$ cat src/rtl/alu_seq_pkg.sv
// rtl/alu_seq_pkg.sv - shared opcodes and FSM state encoding for alu_seq
// Purpose: opcode constants (OP_FWD..OP_MUL) and the two-state FSM type.
package alu_seq_pkg;

  localparam logic [2:0] OP_FWD = 3'b000;
  localparam logic [2:0] OP_ADD = 3'b001;
  localparam logic [2:0] OP_AND = 3'b010;
  localparam logic [2:0] OP_OR  = 3'b011;
  localparam logic [2:0] OP_SUB = 3'b100;
  localparam logic [2:0] OP_SLL = 3'b101;
  localparam logic [2:0] OP_SRA = 3'b110;
  localparam logic [2:0] OP_MUL = 3'b111;

  typedef enum logic {
    S_IDLE = 1'b0,
    S_RUN  = 1'b1
  } state_t;

endpackage

$ cat src/rtl/alu_seq_comb.sv
// rtl/alu_seq_comb.sv - combinational single-cycle unit (FORWARD/ADD/AND/OR/SUB)
// Ports:
//   sel   in  3      opcode
//   a     in  WIDTH  operand A
//   b     in  WIDTH  operand B
//   y     out WIDTH  result (FORWARD of b for opcodes this unit does not handle)
//   carry out 1      ADD carry-out / SUB borrow, else 0
module alu_seq_comb
  import alu_seq_pkg::*;
#(
  parameter int WIDTH = 8
) (
  input  logic [2:0]       sel,
  input  logic [WIDTH-1:0] a,
  input  logic [WIDTH-1:0] b,
  output logic [WIDTH-1:0] y,
  output logic             carry
);

  logic [WIDTH:0] sum;
  logic [WIDTH:0] diff;

  // One extra bit: carry-out for ADD, and for SUB the top bit goes high
  // exactly when a < b unsigned (borrow).
  assign sum  = {1'b0, a} + {1'b0, b};
  assign diff = {1'b0, a} - {1'b0, b};

  always_comb begin
    y     = b;
    carry = 1'b0;
    case (sel)
      OP_ADD: begin
        y     = sum[WIDTH-1:0];
        carry = sum[WIDTH];
      end
      OP_AND: y = a & b;
      OP_OR:  y = a | b;
      OP_SUB: begin
        y     = diff[WIDTH-1:0];
        carry = diff[WIDTH];
      end
      default: y = b;
    endcase
  end

endmodule

$ cat src/rtl/alu_seq.sv
// rtl/alu_seq.sv - registered ALU with iterative shifts and shift-add multiply
// Ports:
//   CLK    in  1      rising-edge clock
//   RESET  in  1      synchronous active-high reset
//   START  in  1      request, sampled only in IDLE
//   SELECT in  3      opcode, sampled with START
//   DATA1  in  WIDTH  operand A
//   DATA2  in  WIDTH  operand B / shift amount (low SHW bits)
//   RESULT out WIDTH  registered result
//   ZERO   out 1      RESULT == 0
//   CARRY  out 1      ADD carry / SUB borrow, else 0
//   BUSY   out 1      high while a multi-cycle op runs
//   DONE   out 1      one-cycle pulse when RESULT/flags were just updated
module alu_seq
  import alu_seq_pkg::*;
#(
  parameter int WIDTH = 8,
  parameter int SHW   = $clog2(WIDTH)
) (
  input  logic             CLK,
  input  logic             RESET,
  input  logic             START,
  input  logic [2:0]       SELECT,
  input  logic [WIDTH-1:0] DATA1,
  input  logic [WIDTH-1:0] DATA2,
  output logic [WIDTH-1:0] RESULT,
  output logic             ZERO,
  output logic             CARRY,
  output logic             BUSY,
  output logic             DONE
);

  // Count must reach WIDTH for MUL, one more than a shift amount can hold.
  localparam int CW = $clog2(WIDTH + 1);

  state_t           state;
  state_t           state_next;
  logic [2:0]       run_op;
  logic [WIDTH-1:0] work;      // shift operand, or multiplicand for MUL
  logic [WIDTH-1:0] mplier;
  logic [WIDTH-1:0] acc;
  logic [CW-1:0]    count;

  logic [SHW-1:0]   amt;
  logic             is_shift;
  logic             multi;
  logic             last;
  logic [WIDTH-1:0] comb_y;
  logic             comb_c;
  logic [WIDTH-1:0] work_step;
  logic [WIDTH-1:0] acc_step;
  logic [WIDTH-1:0] fin_val;

  assign amt      = DATA2[SHW-1:0];
  assign is_shift = (SELECT == OP_SLL) || (SELECT == OP_SRA);
  assign multi    = START && ((is_shift && (amt != '0)) || (SELECT == OP_MUL));
  assign last     = (count == CW'(1));
  assign BUSY     = (state == S_RUN);

  alu_seq_comb #(.WIDTH(WIDTH)) u_comb (
    .sel   (SELECT),
    .a     (DATA1),
    .b     (DATA2),
    .y     (comb_y),
    .carry (comb_c)
  );

  // SLL and the MUL multiplicand both shift left by one per step.
  assign work_step = (run_op == OP_SRA) ? {work[WIDTH-1], work[WIDTH-1:1]}
                                        : {work[WIDTH-2:0], 1'b0};
  assign acc_step  = acc + (mplier[0] ? work : '0);
  assign fin_val   = (run_op == OP_MUL) ? acc_step : work_step;

  always_comb begin
    state_next = state;
    case (state)
      S_IDLE:  if (multi) state_next = S_RUN;
      S_RUN:   if (last)  state_next = S_IDLE;
      default: state_next = S_IDLE;
    endcase
  end

  always_ff @(posedge CLK) begin
    if (RESET) begin
      state  <= S_IDLE;
      RESULT <= '0;
      ZERO   <= 1'b1;
      CARRY  <= 1'b0;
      DONE   <= 1'b0;
      run_op <= OP_FWD;
      work   <= '0;
      mplier <= '0;
      acc    <= '0;
      count  <= '0;
    end else begin
      state <= state_next;
      DONE  <= 1'b0;
      case (state)
        S_IDLE: begin
          if (START) begin
            run_op <= SELECT;
            if (multi) begin
              work   <= DATA1;
              mplier <= DATA2;
              acc    <= '0;
              count  <= (SELECT == OP_MUL) ? CW'(WIDTH) : CW'(amt);
            end else if (is_shift) begin
              // Zero-amount shift completes like a single-cycle op.
              RESULT <= DATA1;
              ZERO   <= (DATA1 == '0);
              CARRY  <= 1'b0;
              DONE   <= 1'b1;
            end else begin
              RESULT <= comb_y;
              ZERO   <= (comb_y == '0);
              CARRY  <= comb_c;
              DONE   <= 1'b1;
            end
          end
        end
        S_RUN: begin
          work   <= work_step;
          mplier <= mplier >> 1;
          acc    <= acc_step;
          count  <= count - CW'(1);
          if (last) begin
            RESULT <= fin_val;
            ZERO   <= (fin_val == '0);
            CARRY  <= 1'b0;
            DONE   <= 1'b1;
          end
        end
        default: ;
      endcase
    end
  end

endmodule

$ cat config.mk
export PLATFORM = sky130hd
export DESIGN_NAME = alu_seq
export DESIGN_NICKNAME = d
export VERILOG_FILES = /design/src/rtl/alu_seq_pkg.sv /design/src/rtl/alu_seq_comb.sv /design/src/rtl/alu_seq.sv
export SDC_FILE = /design/constraint.sdc
export NUM_CORES = 1
export LEC_CHECK = 0
export CAP_MARGIN = 0
export CORE_MARGIN = 2
export CORE_UTILIZATION = 25
export CTS_CLUSTER_SIZE = 28
export DETAILED_ROUTE_END_ITERATION = 6
export PLACE_DENSITY_LB_ADDON = 0.08
export SLEW_MARGIN = 20
export SYNTH_ARGS = -nofsm -noshare
export SYNTH_HDL_FRONTEND = slang
export SYNTH_SLANG_ARGS = --single-unit
$ cat constraint.sdc
create_clock -name CLK -period 2.8 [get_ports CLK]
set_clock_uncertainty 0.15 [all_clocks]
set_input_delay 0.28 -clock CLK [delete_from_list [all_inputs] [get_ports CLK]]
set_output_delay 0.28 -clock CLK [all_outputs]
set_load 0.1 [all_outputs]
Yosys cells after proc, flatten, opt, wreduce, memory -nomap -nowiden
Index checks and enable logic that the tools add are counted.

Add/subtract/negate cells: 4. Equal/unequal tests: 14. Reduce and logical (&&, ||, !) cells: 11. Mux-type cells: 40. Bitwise gates (word level): 3.

Operator list (count): $mux W8 (13); $pmux W8 S2 (4); $pmux W8 S4 (1); $logic_not A8 Y1 (3); $eq A3 B3 Y1 const B (6); $mux W1 (13); $mux W4 (3); $pmux W1 S2 (5); $add A8 B8 Y9 (1); $sub A8 B8 Y9 (1); $add A8 B8 Y8 (1); $and A8 B8 Y8 (1); $or A8 B8 Y8 (1); $pmux W4 S2 (1); $eq A3 B2 Y1 const B (2); $ne A2 B2 Y1 const B (3); $eq A4 B1 Y1 const B (1); $reduce_and A2 Y1 (2); $sub A4 B1 Y4 const B (1); $eq A3 B1 Y1 const B (1); $reduce_and A3 Y1 (1); $reduce_bool A3 Y1 (1); $logic_and A1 B1 Y1 (2); $logic_or A1 B1 Y1 (2); other kinds (2) (2).

Register bits: 43. Input bits: 22. Logic and storage cells: 82.

Longest topological paths before layout
Gate-level depths: netlist of the first run.

Depth after elaboration: 8. Depth in mapped cells: 10.

Cells and area by module
From an unflattened synthesis of the first run, not the netlist that was laid out.

Cell total of the unflattened synthesis: 516. Area total of the unflattened synthesis: 4011.3 um2.

By module, submodules not included: alu_seq (cells each 330, times used 1, area each 2680.1 um2); alu_seq_comb (cells each 186, times used 1, area each 1331.3 um2).

Least setup slack after synthesis of the first run
No wires, ideal clock.

Path kind: reg2reg. Start: reg state, in the netlist BUSY. End: reg RESULT[3]. Arrival: 2357 ps. Cell stages (with the launch flop): 8. Required time: 2549 ps. Setup time: 101 ps. Setup slack: 192 ps. Cells stage by stage: dfxtp_1 -> nand2b_1 -> nor3b_1 -> o21bai_1 -> clkbuf_1 -> and4_1 -> a31oi_1 -> o41ai_1.

Longest elaborated chain between the ends: 3. Elaborated cells on any way between the ends: 6. Those cells by class: 3 x eq/ne; 1 x mux; 1 x bitwise; 1 x reduce/logical.

RTL lines: start: declaration (line alu_seq.sv:36) `state_t state;`; start signal: assignment (line alu_seq.sv:96) `state <= state_next;`; $not A1 Y1 (no line); $ne A2 B2 Y1 (no line); $reduce_and A3 Y1 (no line); end signal: assignment (line alu_seq.sv:114) `RESULT <= comb_y;`; end signal: assignment (line alu_seq.sv:127) `RESULT <= fin_val;`; end: declaration (line alu_seq.sv:26) `output logic [WIDTH-1:0] RESULT,`.

Parallel ways exist; a longest one is shown, timed or not. A chain may end at the register's enable or synchronous reset.

Worst setup path in the final report of the first run
Start: in DATA2[1]. End: reg RESULT[1].

Longest elaborated chain between the ends: 6. Elaborated cells on any way between the ends: 15. Those cells by class: 2 x add/sub; 1 x eq/ne; 5 x mux; 2 x bitwise; 5 x reduce/logical.

RTL lines: start: declaration (line alu_seq.sv:25) `input logic [WIDTH-1:0] DATA2,`; $sub A8 B8 Y9, or another cell as far along (line alu_seq_comb.sv:26) `assign diff = {1'b0, a} - {1'b0, b};`; $pmux W8 S4 / $logic_and A1 B1 Y1 (equally long branches) (line alu_seq_comb.sv:31, alu_seq.sv:56); $mux W8 / $logic_or A1 B1 Y1 (equally long branches) (line alu_seq.sv:107, alu_seq.sv:56); $mux W8 / $logic_and A1 B1 Y1 (equally long branches) (line alu_seq.sv:102, alu_seq.sv:56); $mux W8 / $ne A2 B2 Y1 (equally long branches); $pmux W8 S2 / $reduce_and A3 Y1 (equally long branches).

Parallel ways exist; a longest one is shown, timed or not. The select of a mux whose other input is x is not followed.

==> flow_summary.yaml, run 1 <==
final_layout:
  area_delta_synth_final_pct: 34.01
  layout.cells.non_filler: 838
  fin_util: 0.3392
  diodes: 0
  final_cell_mix: "buf_4, nor2_1, dfxtp_1"
  finalInstanceArea_um2: 5349
  drive_gt1_frac: 0.2363
  final_nets: 680
  layout_commonest_cell: "buf_4"
detailed_routing:
  avgRoutedWirePerCell_um: 17.15
  wl_mm: 14.37
  drt_first_pass_iters: 5
  ant_nets: 0
  drcViolationCount: 0
  vias: 4231
  post_drt_via_cell_ratio: 5.049
  drt_iter0_drc: 248
critical_path:
  reg2reg_to: "RESULT[6]"
  critPathLaunch: "DATA2[1]"
  rr_worst_depth: 10
  path_max_fanout: 5
  rr_startpoint: "work[0]"
  crit_path_end_kind: "flop"
  worstSetupEndpoint: "RESULT[1]"
  arrival_ps: 2680
  critical_path_class: "in2reg"
  r2r_slack_ps: 200
  cp-start-kind: "input port"
  required_ps: 2810
placed_design:
  globalplace.congestion: 0.8808
  portBuffers: 33
  placed_area_um2: 5080
  dpl.cell_count: 829
  dpl.hpwl_mm: 11.29
cts:
  root_buffer: "clkbuf_16"
  cts_hold_buf: 0
  insertion_delay_ps: 290
  clkSlewWorstSetupHoldPaths_ps: 60
  htreeDepth: 2
  clkSinkCount: 43
  numCtsBuffers: 5
  cts_tree: "yes"
  cts.path.max_buffers: 2
timing:
  min_period_ps: 2664
  rsz0062_at_grt: "yes"
  fin_crit_sh: 0.9514
  relSlewSlack: 0.5752
  drv_slew: 0
  setup_tns_ps: 0
  timing.fmax_mhz: 375.4
  worst_pin_slew_ps: 636.4
  finalSetupViolCount: 0
  final_hold_viol_count: 0
logic_synthesis:
  yosys_most_used_dff: "dfxtp_1"
  ys_seq_area_frac: 0.2157
  netlist_area_um2: 3991
  ys_seq_elements: 43
  yosys_warnings: 0
  async_flop_share: 0
  synth_edf_count: 0
  synth_cells: 532
  synth_nets: 591
  syn_area_per_cell_um2: 7.502
  yosysUniqueCellTypes: 76
die:
  fp.dieW_um: 130.4
  start_util: 0.2531
  dieArea_um2: 16990
  io_pins: 34
  die_h_um: 130.4
  core_area_um2: 15770
  rows: 46
grt:
  antenna_found_initial: 0
  grt_pass1_wl_mm: 23.34
  grt_max_degree: 47
  grt_pass1_vias: 4216
  gr-usage-all-layers: 0.1760
  overflow: 0
power_and_ir_drop:
  peakVddDrop_v: 0.0001902
  power_density_nw_per_um2: 392.3
  finalPower_mw: 2.098
  leakage_nw: 2.238
job:
  max_cap_violations: 0
hold_path:
  hp-class: "reg2reg"
status:
  outcome: "finished, final reports clean"
stage by stage:
step | setup slack [ps] | hold WS (ps)
2_1_floorplan | 191.6 | 294.8
3_3_place_gp | -403.7 | 305.9
6_report | 136.0 | 317.0
4_1_cts | 3.930 | 315.4
3_5_place_dp | -434.4 | 306.9
5_1_grt | -16.37 | 356.2
worst max-delay path: stages:
cell and delay, ps:
clkdlybuf4s50_1 460, buf_4 140, fa_2 430, mux4_2 460
mux2i_1 300, a211oi_1 160, a211oi_1 370, nor3_1 80
final cells by class:
type / instances / area [µm²]
clock buffers: 6 / 128.9
clock inverters: 2 / 12.51
fillers: 1718 / 10420
inverters: 34 / 127.6
multi-input cells: 419 / 2974
flip-flops and latches: 43 / 862.1
well taps: 216 / 270.3
repair buffers: 118 / 973.4
power by group:
| group | leakage [nW] | switching, mW | internal (mW) |
|---|---|---|---|
| Clock | 0.0669 | 0.257 | 0.330 |
| Combinational | 1.82 | 0.483 | 0.335 |
| Sequential | 0.352 | 0.0419 | 0.652 |
| Total | 2.24 | 0.782 | 1.32 |
layer usage:
metal	track usage	routed length (µm)
met1	0.2520	7283
met2	0.2763	6277
met3	0.02747	563
met4	0.04506	246
met5	0	0
kinds of logic (layout without fill, tap and decap cells):
group,after synthesis,count (layout),share of synthesized area
AND/OR/NAND/NOR,193,193,0.2426
AO/OA/AOI/OAI,163,163,0.2793
buffers and inverters,70,160,0.06990
flip-flops,43,43,0.2157
adder cells (fa/ha/maj),37,37,0.1216
multiplexers,16,16,0.04890
XOR/XNOR,10,10,0.02195
worst min-delay path by stage:
stage          startpoint        end  slack (ps)  cells after the start
6_report        run_op[2]  run_op[2]         320                      2
5_1_grt         run_op[2]  run_op[2]         360                      2
3_5_place_dp    run_op[2]  run_op[2]         310                      2
3_3_place_gp    run_op[1]  run_op[1]         310                      2
2_1_floorplan   run_op[1]  run_op[1]         290                      2
4_1_cts         run_op[2]  run_op[2]         320                      2
flip-flops by register name (all words and copies together) (netlist names):
| name | cells |
|---|---|
| RESULT | 8 |
| acc | 8 |
| mplier | 8 |
| work | 8 |
| count | 4 |
| run_op | 3 |
| BUSY | 1 |
| CARRY | 1 |
| DONE | 1 |
| ZERO | 1 |
Yosys cell counts, drive strengths merged (12+ instances only):
master	instances	area (µm²)
clkbuf	20	75.07
nor3	22	115.1
a211oi	16	130.1
nand3	13	65.06
inv	34	127.6
mux2i	12	123.9
nand2	41	153.9
dfxtp	43	860.8
o21ai	32	160.2
ha	34	425.4
buf	16	76.32
a21oi	41	205.2
nor2	55	206.5
timing repair:
item                                    4_1_cts  5_1_grt
pin swaps                                     2        2
setup buffers                                 1        0
gates resized for setup                       7       20
hold endpoints to repair                      0        0
endpoints found under the setup margin        5        5
No activity file was read; power rests on OpenSTA's default activity.
==> run 2, diff against run 1 <==
--- a/config.mk
+++ b/config.mk
@@ -11,7 +11,6 @@
 export CTS_CLUSTER_SIZE = 28
 export DETAILED_ROUTE_END_ITERATION = 6
 export PLACE_DENSITY_LB_ADDON = 0.08
-export SLEW_MARGIN = 20
 export SYNTH_ARGS = -nofsm -noshare
 export SYNTH_HDL_FRONTEND = slang
 export SYNTH_SLANG_ARGS = --single-unit
==> results of run 2 <==
Same layout as run 1: the final DEF is identical, and so are final timing and power.
